File: src/rtl/alu_seq.sv
// Multi-cycle ALU sequencer: fetches two operands from an external 4-entry
// register file, computes one of eight operations and writes the result back.
//
// state | meaning
// IDLE  | ready for a new instruction
// FETCH | capture operands from the register file
// EXEC  | compute result and flags
// WB    | write result to register rd, pulse done
module alu_seq #(
    parameter int WIDTH = 4
) (
    input  logic             clk,
    input  logic             reset,
    input  logic             instr_valid,
    output logic             instr_ready,
    input  logic [2:0]       opcode,
    input  logic [1:0]       rd,
    input  logic [1:0]       rs1,
    input  logic [1:0]       rs2,
    input  logic [WIDTH-1:0] r0,
    input  logic [WIDTH-1:0] r1,
    input  logic [WIDTH-1:0] r2,
    input  logic [WIDTH-1:0] r3,
    output logic [WIDTH-1:0] wr_data,
    output logic [3:0]       wr_sel,
    output logic             busy,
    output logic             done,
    output logic             carry,
    output logic             zero
);

    typedef enum logic [1:0] {
        IDLE  = 2'd0,
        FETCH = 2'd1,
        EXEC  = 2'd2,
        WB    = 2'd3
    } state_t;

    state_t           r_state;
    state_t           w_next_state;
    logic [2:0]       r_opcode;
    logic [1:0]       r_rd;
    logic [1:0]       r_rs1;
    logic [1:0]       r_rs2;
    logic [WIDTH-1:0] r_a;
    logic [WIDTH-1:0] r_b;
    logic [WIDTH-1:0] r_result;
    logic             r_carry;
    logic             r_zero;

    logic [WIDTH-1:0] w_rs1_val;
    logic [WIDTH-1:0] w_rs2_val;
    logic [WIDTH:0]   w_sum;
    logic [WIDTH-1:0] w_result;
    logic             w_carry;

    always_ff @(posedge clk) begin
        if (reset) begin
            r_state <= IDLE;
        end else begin
            r_state <= w_next_state;
        end
    end

    always_comb begin
        w_next_state = r_state;
        instr_ready  = 1'b0;
        done         = 1'b0;
        wr_sel       = 4'b0000;
        case (r_state)
            IDLE: begin
                instr_ready = 1'b1;
                if (instr_valid) begin
                    w_next_state = FETCH;
                end
            end
            FETCH: w_next_state = EXEC;
            EXEC:  w_next_state = WB;
            WB: begin
                done         = 1'b1;
                wr_sel       = 4'(4'b0001 << r_rd);
                w_next_state = IDLE;
            end
            default: w_next_state = IDLE;
        endcase
    end

    always_comb begin
        w_rs1_val = r0;
        w_rs2_val = r0;
        case (r_rs1)
            2'd0: w_rs1_val = r0;
            2'd1: w_rs1_val = r1;
            2'd2: w_rs1_val = r2;
            default: w_rs1_val = r3;
        endcase
        case (r_rs2)
            2'd0: w_rs2_val = r0;
            2'd1: w_rs2_val = r1;
            2'd2: w_rs2_val = r2;
            default: w_rs2_val = r3;
        endcase
    end

    assign w_sum = {1'b0, r_a} + {1'b0, r_b};

    always_comb begin
        w_result = '0;
        w_carry  = 1'b0;
        case (r_opcode)
            3'b000: begin
                w_result = w_sum[WIDTH-1:0];
                w_carry  = w_sum[WIDTH];
            end
            3'b001: begin
                w_result = r_a - r_b;
                w_carry  = (r_a < r_b);
            end
            3'b010: w_result = r_a & r_b;
            3'b011: w_result = r_a | r_b;
            3'b100: w_result = r_a ^ r_b;
            3'b101: w_result = ~r_a;
            3'b110: begin
                w_result = {r_a[WIDTH-2:0], 1'b0};
                w_carry  = r_a[WIDTH-1];
            end
            default: w_result = r_b;
        endcase
    end

    // Fields are captured only on acceptance, so changes while busy are ignored.
    always_ff @(posedge clk) begin
        if (reset) begin
            r_opcode <= '0;
            r_rd     <= '0;
            r_rs1    <= '0;
            r_rs2    <= '0;
            r_a      <= '0;
            r_b      <= '0;
            r_result <= '0;
            r_carry  <= 1'b0;
            r_zero   <= 1'b0;
        end else begin
            case (r_state)
                IDLE: begin
                    if (instr_valid) begin
                        r_opcode <= opcode;
                        r_rd     <= rd;
                        r_rs1    <= rs1;
                        r_rs2    <= rs2;
                    end
                end
                FETCH: begin
                    r_a <= w_rs1_val;
                    r_b <= w_rs2_val;
                end
                EXEC: begin
                    r_result <= w_result;
                    r_carry  <= w_carry;
                    r_zero   <= (w_result == '0);
                end
                default: ;
            endcase
        end
    end

    assign busy    = ~instr_ready;
    assign wr_data = r_result;
    assign carry   = r_carry;
    assign zero    = r_zero;

endmodule
File: config.mk
export PLATFORM = sky130hd
export DESIGN_NAME = alu_seq
export DESIGN_NICKNAME = d
export VERILOG_FILES = /design/src/rtl/alu_seq.sv
export SDC_FILE = /design/constraint.sdc
export NUM_CORES = 1
export LEC_CHECK = 0
export CAP_MARGIN = 20
export CORE_MARGIN = 5
export CORE_UTILIZATION = 30
export CTS_BUF_LIST = sky130_fd_sc_hd__clkbuf_4
export CTS_CLUSTER_DIAMETER = 80
export DETAILED_ROUTE_END_ITERATION = 6
export SYNTH_ARGS = -nofsm -noshare
export SYNTH_HDL_FRONTEND = slang
export SYNTH_SLANG_ARGS = --single-unit
File: constraint.sdc
create_clock -name clk -period 6.55 [get_ports clk]
set_input_delay 1.31 -clock clk [delete_from_list [all_inputs] [get_ports clk]]
set_output_delay 1.31 -clock clk [all_outputs]
set_load 0.1 [all_outputs]
# == After elaboration in Yosys (flattened, before gate mapping) ==
# Index checks and enable logic that the tools add are counted.
# classes
add_sub_neg,2
magnitude_cmp,1
eq_ne,14
shift,1
mux,9
bitwise,5
n_reduce_logical,6
# ops
cell,count
$pmux 4 s7,1
$pmux 4 s3,2
$eq 3x3->1 const B,3
$eq 2x2->1 const B,4
$pmux 2 s4,1
$eq 2x1->1 const B,3
$eq 3x2->1 const B,2
$logic_not 2->1,3
$add 4x4->5,1
$and 4x4->4,1
$logic_not 4->1,1
$lt 4x4->1,1
$mux 4,1
$not 4->4,1
$or 4x4->4,1
$shl 1x2->4 const A,1
$sub 4x4->4,1
$xor 4x4->4,1
$eq 3x1->1 const B,1
$logic_not 3->1,1
$pmux 1 s3,1
$mux 1,2
$mux 2,1
$ne 2x2->1 const B,1
2 further kinds,2
# word_totals
reg_bits,25
inputBits,28
output_inout_bits,13
word_cells,48

# == Longest topological paths before layout ==
# Gate-level depths: netlist of the first run.
# depth
word_depth,3
ltp_mapped,10
mapped_depth_nobuf,10

# == Least setup slack after synthesis of the first run ==
# OpenSTA, ideal clock, no wires.
# synth_timing
path_type,register to output
start,reg r_state[0]
end,out wr_sel[0]
arrival_ps,3515
required_time_ps,5240
slack_ps,1725
stages_incl_launch_ff,3
n_path_buf,0
path_cell_list,dfxtp_1 ha_1 nor3b_1
# synth_via
elab_chain_cells,2
# synth_rtl
element,line,source
"start, declared",39,state_t r_state;
"start signal, assigned",61,r_state <= w_next_state;
$eq 2x2->1,70,case (r_state)
$mux 4,70,
"end, declared",25,"output logic [3:0] wr_sel,"
# No other way between the ends.

# == Worst setup path after layout of the first run ==
# layout_timing
start,reg r_state[0]
end,out busy
# layout_via
elab_chain_cells,3
# layout_rtl
element,line,source
$logic_not 2->1,70,
$mux 1,70,
$not 1->1,167,assign busy = ~instr_ready;
"end, declared",26,"output logic busy,"
# No other way between the ends.

==> results of run 1 <==
area by class of cell:
cell class | instances | area, µm² | area share [%]
multi-input cells | 147 | 1160 | 51.56
flip-flops and latches | 25 | 500.5 | 22.25
repair buffers | 40 | 400.4 | 17.80
well taps | 75 | 93.84 | 4.171
inverters | 18 | 67.56 | 3.003
clock buffers | 3 | 22.52 | 1.001
clock inverters | 1 | 5.005 | 0.2225
cell usage after synthesis (all sizes together) (2+ instances only):
| library cell | instances | area share, % |
|---|---|---|
| nor2 | 24 | 5.1 |
| a31oi | 3 | 1.1 |
| a21oi | 19 | 5.6 |
| a211oi | 2 | 0.84 |
| clkbuf | 9 | 1.9 |
| nand4 | 2 | 0.70 |
| xnor2 | 3 | 1.5 |
| nand3 | 10 | 2.8 |
| buf | 4 | 0.98 |
| dfxtp | 25 | 28 |
| o21ai | 6 | 1.7 |
| nor2b | 3 | 1.1 |
| ha | 16 | 11 |
| mux2i | 11 | 6.2 |
| nand2b | 3 | 1.1 |
| mux4 | 10 | 13 |
| nand2 | 14 | 3.0 |
| inv | 18 | 3.8 |
| fa | 2 | 2.3 |
| nor3 | 2 | 0.56 |
metal layers:
| layer | routed length, µm | track usage (%) | vias to the layer above |
|---|---|---|---|
| met1 | 1776 | 14.56 | 721 |
| li1 | - | - | 780 |
| met2 | 1986 | 19.32 | 27 |
| met5 | 0 | 0 | - |
| met3 | 153 | 2.365 | 2 |
| met4 | 20 | 2.550 | 0 |
flip-flops by register name (all words and copies together) (netlist names):
register	flops
carry	1
r_a	4
r_b	4
r_opcode	3
r_rd	2
r_rs1	2
r_rs2	2
r_state	2
wr_data	4
zero	1
cell families after synthesis:
family	count (synthesis)	synth area share, %
buffers and inverters	31	6.681
AOI/OAI and AO/OA	42	14.91
adders and majority gates	18	13.50
xor gates and xnor gates	4	1.969
and+or+nand+nor	61	15.33
muxes	22	19.48
DFF	25	28.13
power by group through the flow:
stage	Combinational [mW]	Sequential [mW]	Clock (mW)
2_1_floorplan	0.404	0.287	0
3_3_place_gp	0.557	0.251	0
3_5_place_dp	0.562	0.253	0
4_1_cts	0.564	0.249	0.0715
5_1_grt	0.617	0.259	0.0789
6_report	0.560	0.249	0.0677
final timing paths:
kind | from | endpoint | slack [ns] | cells after the start
worst min register to register | wr_data[3] | wr_data[3] | 0.50 | 2
worst max-delay path | r_state[0] | busy | 2.78 | 4
worst max register to register | r_a[0] | zero | 4.12 | 9
worst min-delay path | wr_data[3] | wr_data[3] | 0.50 | 2
through the flow:
| step | utilization [%] | total power [mW] | setup WS [ns] | area (µm²) | instances |
|---|---|---|---|---|---|
| 2_1_floorplan | - | 0.6915 | 1.725 | 1779 | 203 |
| 3_3_place_gp | 37.98 | 0.8086 | 3.178 | 2222 | 305 |
| 3_5_place_dp | 37.98 | 0.8146 | 3.136 | 2222 | 305 |
| 4_1_cts | 38.45 | 0.8842 | 2.762 | 2250 | 309 |
| 5_1_grt | 38.45 | 0.9546 | 2.644 | 2250 | 309 |
| 6_report | 38.45 | 0.8763 | 2.779 | 2250 | 309 |
tightest hold or removal path: stages (launching register included):
cell and delay (ns):
dfxtp_1 0.34, nand2b_1 0.06, o22ai_1 0.06
==> run metrics, run 1 <==
status=finished clean; Netlist Area Pre-Place=1779 µm²; setup TNS=0 ns; number of post-CTS setup repair buffers=0; DR iter-0 viols=86; placer's final routability congestion estimate=0.8226; CP required=between 5 and 6 ns; first-pass GRT wire length=6.975 mm; Avg WL per Cell=12.74 µm; IO Pins=41; drt pass-1 iters=4; RSZ-0062 raised after global routing=no; Seq pwr share=28.4%; vias per std cell=4.951; total number of vias=1530; Layout fillers=approximately 590; switching portion of total power=about 50%; CP Capture Type=output pin; CTS Hold Bufs=0; Area growth, synth to finish=26.44%; share of layout cells above drive strength 1=7.265%; Logic pwr share=a little under two thirds; H-tree levels=1; Setup Skew=0.009147 ns; Clk pwr share=7.7%; top_reg_cell synth=dfxtp_1; Ant. Diodes=0; Final Hold Fails=0; critical path buffer and inverter count=3; Arr. time, crit path=between 2 and 2.5 ns; max-cap check violation count=0; FFs w/ async S/R, synth=0%; drc violations=0; overall routing resource usage=between 10% and 20%; CORE AREA=5851 µm²; register area share after synthesis=28.13%; Slew @ Worst Pin=between 0.9 and 1 ns; CTS clk-pin slew, worst paths=0.14 ns; Clock Path Buffers=2; EDFF count, synth=0; most frequent cells in the layout=40 x clkdlybuf4s50_1, 25 x dfxtp_1, 24 x nor2_1; Synth Area per Inst=8.765 µm²; P per Cell Area=389.5 nW/µm²; Die Width=approximately 87 µm; Worst path most repeated cell=inv_1; Final Max Slew Viols=0; vias in the first global route=1513; CP cell instances=inv_1 -> ha_1 -> inv_1 -> clkdlybuf4s50_1; post-CTS sizing=0; row cnt=28; Min-Delay Path Class=flop to flop; CTS Buf Count=3; internal power=426.2 µW; fmax=265.2 MHz; Synth Warn #=0; initial antenna violation count=0; commonest non-fill, non-tap cell in the layout=clkdlybuf4s50_1; synth unique cells=41; Final HPWL DP=3.194 mm; final hold slack=around 0.50 ns; CP delay by family, top=buffers and inverters; startpoint types=flop; root buffer cell=clkbuf_4; Peak supply drop=approximately 0.18 mV; # setup viols final=0; # port buffers=40; Die Span Y=87.01 µm; Nets=281; largest net degree at the start of global routing=28; Sink Count=25; die area=7571 µm²; Clock Latency Late Sink=0.32 ns; GRT Residual Overflow=0; Largest stage delay, worst path=between 1 and 1.5 ns; initial cell density of the core=30.41%; CP max-delay cell=clkdlybuf4s50_1; antenna-violating nets left=0; CP max FO=14; Pleak=0.8095 nW; syn nets=249; final worst path period share=57.57%; Routed Wire Length=3.936 mm; relative slew slack=35.04%; Synth Register Bits=25; CTS tree=done; Net Sw Power=450.1 µW; minimum clock period=roughly 3.8 ns; Crit Path Category=flop to output pin; synthesized instance count=203
No activity file was read; power rests on OpenSTA's default activity.
==> run 2, diff against run 1 <==
- clock period: 6.55 -> 3.77 ns (I/O delays scaled with it)
==> run 2 against run 1 <==
  * First-iteration DRC count fell by 7.0%
  * Cell count did not move
  * Clock-buffer cell count did not move
  * Die area did not move
  * Via count fell by 1.9%
  * Worst hold slack improved by 0.0011 ns
  * Non-clock buffer count did not move
  * Global-route usage fell by 0.35 points
  * Routed wire length rose by 3.1%
  * Flip-flop and latch count did not move
  * Largest power group unchanged
==> run metrics, run 2 (synthesis results as in run 1) <==
# port buffers=40; Final Max Slew Viols=0; commonest non-fill, non-tap cell in the layout=clkdlybuf4s50_1; P per Cell Area=681.4 nW/µm²; CP required=just over 3 ns; switching portion of total power=51.78%; Die Span Y=about 87 µm; CP cell instances=ha_1 -> clkdlybuf4s50_1; vias per std cell=4.858; Final Hold Fails=0; placer's final routability congestion estimate=0.8507; most frequent cells in the layout=34 x clkdlybuf4s50_1, 25 x dfxtp_1, 24 x nor2_1; Largest stage delay, worst path=1.15 ns; setup TNS=0 ns; Final HPWL DP=approximately 3.3 mm; CTS Hold Bufs=0; Seq pwr share=about 28%; Avg WL per Cell=approximately 13 µm; Area growth, synth to finish=26.09%; CP Capture Type=output pin; final worst path period share=76.75%; Pleak=0.8238 nW; CTS Buf Count=3; RSZ-0062 raised after global routing=no; largest net degree at the start of global routing=28; Clock Path Buffers=2; max-cap check violation count=0; Ant. Diodes=0; r2r endpoint=zero; CORE AREA=slightly below 6000 µm²; Slew @ Worst Pin=about 0.97 ns; fin cells=about 310; Final Cell Area=2243 µm²; CP delay by family, top=buffers and inverters; IO Pins=41; CP max FO=5; fmax=345.6 MHz; post-CTS sizing=0; share of layout cells above drive strength 1=10.26%; minimum clock period=2.894 ns; Peak supply drop=0.3091 mV; Routed Wire Length=a little over 4 mm; Logic pwr share=63.2%; hold path depth=2; H-tree levels=1; startpoint types=flop; vias in the first global route=1468; number of post-CTS setup repair buffers=0; relative slew slack=between 30% and 40%; CTS tree=done; critical path buffer and inverter count=1; worst hold start=wr_data[3]; Total Power=approximately 1.5 mW; die area=7571 µm²; Worst R2R Path Depth=9; Clock Latency Late Sink=0.34 ns; flop2flop setup slack=1.42 ns; Sink Count=25; overall routing resource usage=10.94%; initial cell density of the core=30.41%; Min-Delay Path Class=flop to flop; antenna-violating nets left=0; drc violations=0; # setup viols final=0; Inst Count DP=305; Net Sw Power=791.5 µW; first-pass GRT wire length=between 6 and 7 mm; status=finished clean; Hold Path Sink=wr_data[3]; Crit Path Category=flop to output pin; Setup Skew=0.02796 ns; CTS clk-pin slew, worst paths=0.16 ns; Nets=281; CP max-delay cell=clkdlybuf4s50_1; drt pass-1 iters=4; row cnt=28; root buffer cell=clkbuf_4; internal power=737.2 µW; DR iter-0 viols=80; Worst R2R Start=r_a[0]; dpl cell area=between 2000 and 2500 µm²; GRT Residual Overflow=0; Die Width=87.01 µm; Arr. time, crit path=2.14 ns; total number of vias=approximately 1500; Clk pwr share=between 8 and 9%; initial antenna violation count=0
-- run 2: cell types whose count changed in the layout (fill, tap and decap cells not counted) --
cell             change
inv_6                +1
nor3b_1              -1
clkinv_2             -1
clkdlybuf4s50_1      -6
nor3b_2              +1
buf_4                +6
-- run 2: power by group through the flow --
stage / clock network, mW / logic (mW) / registers, mW
global placement: 0 / 0.965 / 0.435
finish: 0.130 / 0.966 / 0.433
detailed placement: 0 / 0.970 / 0.440
CTS: 0.136 / 0.972 / 0.433
global route: 0.151 / 1.06 / 0.446
floorplan: 0 / 0.703 / 0.500
-- run 2: final cells by class --
| type | instances | area [µm²] |
|---|---|---|
| Fill cell | 592 | 3607 |
| Multi-Input combinational cell | 147 | 1165 |
| Sequential cell | 25 | 500.5 |
| Timing Repair Buffer | 40 | 385.4 |
| Tap cell | 75 | 93.84 |
| Inverter | 18 | 67.56 |
| Clock buffer | 3 | 22.52 |
| Clock inverter | 1 | 8.758 |
-- run 2: tightest hold or removal path: cells and delay by family, from the launching register on --
family	cells	cell delay, ns
flip-flops	1	0.34
AO/OA/AOI/OAI	1	0.07
AND/OR/NAND/NOR	1	0.06
-- run 2: layer usage --
metal  up-vias  part of all wire, %  track usage [%]
met5         -                    0                0
li1        781                    -                -
met4         0                 0.62            3.116
met3         2                  3.7            2.365
met2        29                   51            18.77
met1       689                   45            13.74
-- run 2: how the worst max path moves through the flow --
| stage | to | slack (ns) | startpoint | depth (start not counted) |
|---|---|---|---|---|
| after global routing | done | 0.80 | r_state[0] | 2 |
| after detailed placement | done | 1.26 | r_state[0] | 2 |
| after CTS | done | 0.86 | r_state[0] | 2 |
| after global placement | done | 1.28 | r_state[0] | 2 |
| final | done | 0.88 | r_state[0] | 2 |
| after floorplan | wr_sel[1] | 0.42 | r_state[0] | 3 |
-- run 2: metrics by stage --
stage | hold slack [ns] | worst slack, ns | utilization [%]
detailed placement | 0.4797 | 1.263 | 37.81
global route | 0.5267 | 0.7985 | 38.34
CTS | 0.5021 | 0.8623 | 38.34
floorplan | 0.4814 | 0.4224 | -
global placement | 0.4752 | 1.280 | 37.81
finish | 0.4976 | 0.8764 | 38.34
